File: config.mk
export PLATFORM = sky130hd
export DESIGN_NAME = ex_mul_sequencer
export DESIGN_NICKNAME = d
export VERILOG_FILES = /design/src/rtl/ex_mul_sequencer.sv
export SDC_FILE = /design/constraint.sdc
export NUM_CORES = 1
export LEC_CHECK = 0
export CAP_MARGIN = 25
export CORE_MARGIN = 2
export CORE_UTILIZATION = 25
export DETAILED_ROUTE_END_ITERATION = 10
export PLACE_DENSITY = 0.55
export RECOVER_POWER = 50
export SLEW_MARGIN = 20
export SYNTH_ARGS = -nofsm -noshare
export SYNTH_HDL_FRONTEND = slang
export SYNTH_SLANG_ARGS = --single-unit
File: constraint.sdc
create_clock -name clk -period 3.5 [get_ports clk]
set_clock_uncertainty 0.2 [all_clocks]
set_input_delay 0.35 -clock clk [delete_from_list [all_inputs] [get_ports clk]]
set_output_delay 0.35 -clock clk [all_outputs]
set_load 0.02 [all_outputs]
File: src/rtl/ex_mul_sequencer.sv
// Iterative unsigned WIDTHxWIDTH shift-add multiplier controller for MUL/UMULH in EX.
// Stalls the pipeline while iterating, then presents the selected product half for one cycle.
module ex_mul_sequencer #(
    parameter int unsigned WIDTH = 64,
    parameter int unsigned CNT_W = 7
) (
    input  logic             clk,
    input  logic             rst,
    input  logic             start,
    input  logic             mode,
    input  logic [WIDTH-1:0] op_a,
    input  logic [WIDTH-1:0] op_b,
    input  logic             flush,
    output logic             stall,
    output logic             busy,
    output logic             result_valid,
    output logic [WIDTH-1:0] result
);

    typedef enum logic [1:0] {
        S_IDLE = 2'd0,
        S_BUSY = 2'd1,
        S_DONE = 2'd2
    } state_t;

    localparam logic [CNT_W-1:0] LAST_ITER = CNT_W'(WIDTH - 1);

    state_t           state_q, state_d;
    logic [WIDTH-1:0] hi_q, hi_d;
    logic [WIDTH-1:0] lo_q, lo_d;
    logic [WIDTH-1:0] mcand_q, mcand_d;
    logic [CNT_W-1:0] cnt_q, cnt_d;
    logic             mode_q, mode_d;
    logic [WIDTH:0]   sum;

    always_ff @(posedge clk) begin
        if (rst) begin
            state_q <= S_IDLE;
            hi_q    <= '0;
            lo_q    <= '0;
            mcand_q <= '0;
            cnt_q   <= '0;
            mode_q  <= 1'b0;
        end else begin
            state_q <= state_d;
            hi_q    <= hi_d;
            lo_q    <= lo_d;
            mcand_q <= mcand_d;
            cnt_q   <= cnt_d;
            mode_q  <= mode_d;
        end
    end

    // One shift-add step: conditionally add the multiplicand, then shift {hi,lo} right.
    always_comb begin
        sum = {1'b0, hi_q} + (lo_q[0] ? {1'b0, mcand_q} : '0);
    end

    always_comb begin
        state_d = state_q;
        hi_d    = hi_q;
        lo_d    = lo_q;
        mcand_d = mcand_q;
        cnt_d   = cnt_q;
        mode_d  = mode_q;

        case (state_q)
            S_IDLE: begin
                if (start && !flush) begin
                    mcand_d = op_a;
                    lo_d    = op_b;
                    hi_d    = '0;
                    cnt_d   = '0;
                    mode_d  = mode;
                    state_d = S_BUSY;
                end
            end
            S_BUSY: begin
                if (flush) begin
                    state_d = S_IDLE;
                end else begin
                    hi_d  = sum[WIDTH:1];
                    lo_d  = {sum[0], lo_q[WIDTH-1:1]};
                    cnt_d = cnt_q + CNT_W'(1);
                    if (cnt_q == LAST_ITER) begin
                        state_d = S_DONE;
                    end
                end
            end
            S_DONE: begin
                state_d = S_IDLE;
            end
            default: begin
                state_d = S_IDLE;
            end
        endcase
    end

    // Stall drops in DONE so the EX/MEM register advances and captures the result.
    always_comb begin
        stall        = ((state_q == S_IDLE) && start && !flush) || (state_q == S_BUSY);
        busy         = (state_q == S_BUSY);
        result_valid = (state_q == S_DONE);
        result       = result_valid ? (mode_q ? hi_q : lo_q) : '0;
    end

endmodule

## Yosys cells after proc, flatten, opt, wreduce, memory -nomap -nowiden

Cells that the tools add are included.

- Bits in registers: 202
- Logic and storage cells: 40

- $add $sub $neg: 2
- Equal/unequal tests: 6
- Muxes and demuxes: 16
- Reductions and logical operators: 10

Operator list:

| cell | number |
|---|---|
| two-way mux 64 bit | 7 |
| case mux 64 bit (2 select lines) | 2 |
| adder 64 x 64 -> 65 bit | 1 |
| two-way mux 7 bit | 2 |
| case mux 7 bit (2 select lines) | 1 |
| adder 7 x 1 -> 7 bit (second input constant) | 1 |
| == test 7 x 6 -> 1 bit (second input constant) | 1 |
| two-way mux 2 bit | 3 |
| inequality test 2 bit (second input constant) | 2 |
| case mux 2 bit (2 select lines) | 1 |
| AND reduction 2 bit | 2 |
| logical AND 1 bit | 3 |
| inequality test 3 x 2 -> 1 bit (second input constant) | 1 |
| AND reduction 3 bit | 1 |
| == test 2 x 1 -> 1 bit (second input constant) | 1 |
| == test 2 bit (second input constant) | 1 |
| zero test 2 bit | 1 |
| nonzero test 2 bit | 1 |
| zero test 1 bit | 1 |
| logical OR 1 bit | 1 |

## Logic depth before layout (Yosys ltp)

- Depth in word-level cells: 4
- Gate-level depth with buffers: 14

## Worst setup path before layout

OpenSTA, ideal clock, no wires.

- Path type: register to register
- From: reg lo_q[0]
- To: reg hi_q[60]
- Library setup time: 0.063 ns
- Arrival time: 3.096 ns
- Path slack: 0.141 ns
- Cell stages (with the launch flop): 14
- Buffers on the path: 2
- Period minus slack after synthesis: 3.359 ns
- Cells stage by stage: dfxtp_1 clkbuf_1 clkbuf_1 and2_1 ha_1 a21oi_2 o21ai_2 or3_4 a2111oi_4 nor3_4 a31oi_4 o31ai_2 or4_1 nand3_1

- Word-level cells in the longest chain between the ends: 4

RTL lines:

| item | line | text |
|---|---|---|
| start, declared | 30 | `logic [WIDTH-1:0] lo_q, lo_d;` |
| start signal, assigned | 47 | `lo_q <= lo_d;` |
| two-way mux 64 bit | 56 | `sum = {1'b0, hi_q} + (lo_q[0] ? {1'b0, mcand_q} : '0);` |
| adder 64 x 64 -> 65 bit | 56 |  |
| two-way mux 64 bit | 79 | `if (flush) begin` |
| case mux 64 bit (2 select lines) | 67 | `case (state_q)` |
| end signal, assigned | 46 | `hi_q <= hi_d;` |
| end, declared | 29 | `logic [WIDTH-1:0] hi_q, hi_d;` |

Every way passes these cells. The select of a mux whose other input is x is not followed.
A chain may end at the register's enable or synchronous reset.

## Final worst setup path

- From: reg lo_q[0]
- To: reg hi_q[49]

The elaborated chain is that of the path after synthesis.

==> flow_summary.toml <==
[floorplan]
core_region_area_mm2 = 0.0487
die-width_um = 226
core.rowCount = 81
start_util_pct = 25.2
dieArea_mm2 = 0.0509
die_h_um = 226
io_pins = 200

[clock_network]
clock_latency_ns = 0.55
clock_sinks = 202
tritoncts = "built"
cts_made_buffers = 25
cts_buffer_depth = 3
root_buffer = "clkbuf_16"
cts_hold_buffers = 0
cts_max_level = 1
clk_pin_slew_worst_paths_ns = 0.06

[detailed_routing]
wl_per_cell_um = 16.6
drtIter0Drc = 584
drtPass1Iterations = 5
vias = 12000
drt-total-wl_um = 41400
ant_nets = 0
drc = 0
via_per_inst = 4.82

[outcome]
status = "complete, but fails checks"
violations = "capacitance limit, slew limit"

[setup_path]
cp.required_ns = 3.74
worst_path_max_delay_cell = "or4_4"
cp_num_buf_inv = 3
crit_top_cell = "buf_4"
critical_path_class = "reg2reg"
r2r_end = "hi_q[49]"
cp-start-kind = "flop"
critPathCaptureType = "flop"
ff2ff_path_depth = 14
path_delay_family = "compound AO/OA/AOI/OAI gates"
rr_startpoint = "lo_q[0]"
slowest_delay_ns = 0.52
reg2reg_slack_ns = 0.08
crit_chain = "buf_12 -> and2_1 -> ha_4 -> and2_4 -> nand3_1 -> or4_4 -> a31oi_4 -> o211ai_2 -> buf_4 -> buf_4 -> a21oi_4 -> o21bai_2 -> a21o_1 -> a32o_1"
crit_arrival_ns = 3.66
critical_path.max_fanout = 27

[synth]
syn_nets = 1793
yosys_warnings = 0
synth.distinct_cells = 79
async_flop_share_pct = 0
synth_top_flop_cell = "dfxtp_1"
syn_area_mm2 = 0.0123
ys_ff_latch = 202
synth_cells = 1594
synth_edf_count = 0
avgSynthCellArea_um2 = 7.70
seq_area_frac_synth_pct = 32.9

[sta]
period_needed_ns = 3.42
setup_viol = 0
finalHoldViolations = 0
maxSlewHeadroom_pct = -3.62
max_freq_ghz = 0.293
period_share_pct = 97.6
fin_worst_hold_slack_ns = 0.0651
rsz0062_at_grt = "true"
fin_setup_tns_ns = 0
slew_viol_final = 135
worst_slew_pin_slew_ns = 1.55

[placement]
placed_area_mm2 = 0.0155
hpwl_um = 30000
io_buffers = 199
place.gp.congestion = 0.871

[worst_hold_path]
min_path_cells = 2
hp-start = "rst"
hold_end = "hi_q[5]"
hp-class = "in2reg"

[power]
ir_drop_mv = 0.319
p_leak_nw = 6.07
p_per_area_mw_per_mm2 = 349

[cells_and_area]
syn_to_final_growth_pct = 34.5
final_net_count = 2007
final_common_cell = "nand2_1"
layout-drive-gt1-share_pct = 10.4
final_util_pct = 33.9
final_area_mm2 = 0.0165
layout_common_cells = "nand2_1 (283), dfxtp_1 (200), clkdlybuf4s50_1 (198)"

[global_route]
grt_max_degree = 129
antenna_found_initial = 2
grt_pass1_vias = 11800
track_usage_pct = 15.6
grt_pass1_wl_um = 63900
grt-ovfl-total = 0

[flow_run]
maxCapViolCount = 2
[sequential cells by signal (all words and copies together), names as in the netlist]
| signal | count |
|---|---|
| cnt_q | 7 |
| hi_q | 64 |
| lo_q | 64 |
| mcand_q | 64 |
| mode_q | 1 |
| state_q | 2 |
[what timing repair did]
item                       in CTS  in global routing
gates resized for setup         3                 29
setup endpoints to repair       2                 22
buffers inserted                0                  1
pin swaps                       0                 10
cloned                          0                  0
[cell type report]
type | instances | area (um^2)
Clock buffer | 34 | 679
Fill cell | 5208 | 32200
Inverter | 28 | 105
Multi-Input combinational cell | 1254 | 7860
Clock inverter | 11 | 190
Antenna cell | 2 | 5.00
Timing Repair Buffer | 297 | 2780
Tap cell | 664 | 831
Sequential cell | 202 | 4050
[synth_stat cells, types with 18 or more instances]
cell | instances | area share, %
ha_1 | 65 | 6.6
nor2_1 | 138 | 4.2
nand4_1 | 20 | 1.0
a22oi_1 | 91 | 5.6
mux2i_1 | 69 | 5.6
xnor2_1 | 29 | 2.1
o21bai_1 | 18 | 1.1
clkbuf_1 | 97 | 3.0
xor2_1 | 25 | 1.8
o21ai_0 | 50 | 2.0
and2_1 | 68 | 3.5
a21o_1 | 32 | 2.0
inv_1 | 28 | 0.86
dfxtp_1 | 202 | 33
nand2_1 | 283 | 8.7
a21oi_1 | 200 | 8.2
[cell families (layout without fill, tap and decap cells)]
kind of cell | count (synthesis) | after routing | synth area share (%)
xor+xnor | 54 | 54 | 3.85
mux | 69 | 69 | 5.63
other cells | 0 | 2 | 0
simple gates | 575 | 575 | 20.8
buf+inv | 138 | 370 | 4.35
fa+ha+maj | 66 | 66 | 6.79
flops | 202 | 202 | 32.9
compound gates | 490 | 490 | 25.7
[stage by stage]
step / instances / setup WS (ns) / power, mW
floorplan: 1594 / 0.141 / 2.73
global placement: 2443 / 0.0234 / 3.01
detailed placement: 2443 / -0.0466 / 3.02
CTS: 2488 / 0.00590 / 5.86
global route: 2492 / -0.0340 / 5.99
finish: 2492 / 0.0828 / 5.76
[power breakdown]
group          switching (mW)  total (mW)  internal [mW]
clock network            1.07        2.80           1.73
logic                   0.276       0.525          0.250
registers              0.0578        2.43           2.37
[worst reg2reg max path, stage by stage, from the launching register on]
cell and delay (ns):
dfxtp_4 0.37, buf_12 0.15, and2_1 0.21, ha_4 0.32
and2_4 0.15, nand3_1 0.10, or4_4 0.52, a31oi_4 0.19
o211ai_2 0.10, buf_4 0.16, buf_4 0.15, a21oi_4 0.17
o21bai_2 0.09, a21o_1 0.19, a32o_1 0.25
[per-layer routing]
metal | wire (um) | up-vias | track usage (%)
met3 | 1530 | 43 | 1.59
met2 | 19100 | 257 | 26.2
met5 | 0 | - | 0
met4 | 799 | 0 | 4.53
li1 | - | 6046 | -
met1 | 19900 | 5664 | 21.1
[how the worst max path moves through the flow]
| stage | start | to | slack [ns] | cells after the start |
|---|---|---|---|---|
| after floorplan | lo_q[0] | hi_q[60] | 0.14 | 13 |
| after global placement | lo_q[0] | hi_q[49] | 0.02 | 13 |
| after detailed placement | lo_q[0] | hi_q[49] | -0.05 | 13 |
| after CTS | lo_q[0] | hi_q[58] | 0.006 | 13 |
| after global routing | lo_q[0] | hi_q[37] | -0.03 | 15 |
| final | lo_q[0] | hi_q[49] | 0.08 | 14 |
Power figures use the tool's default switching activity.
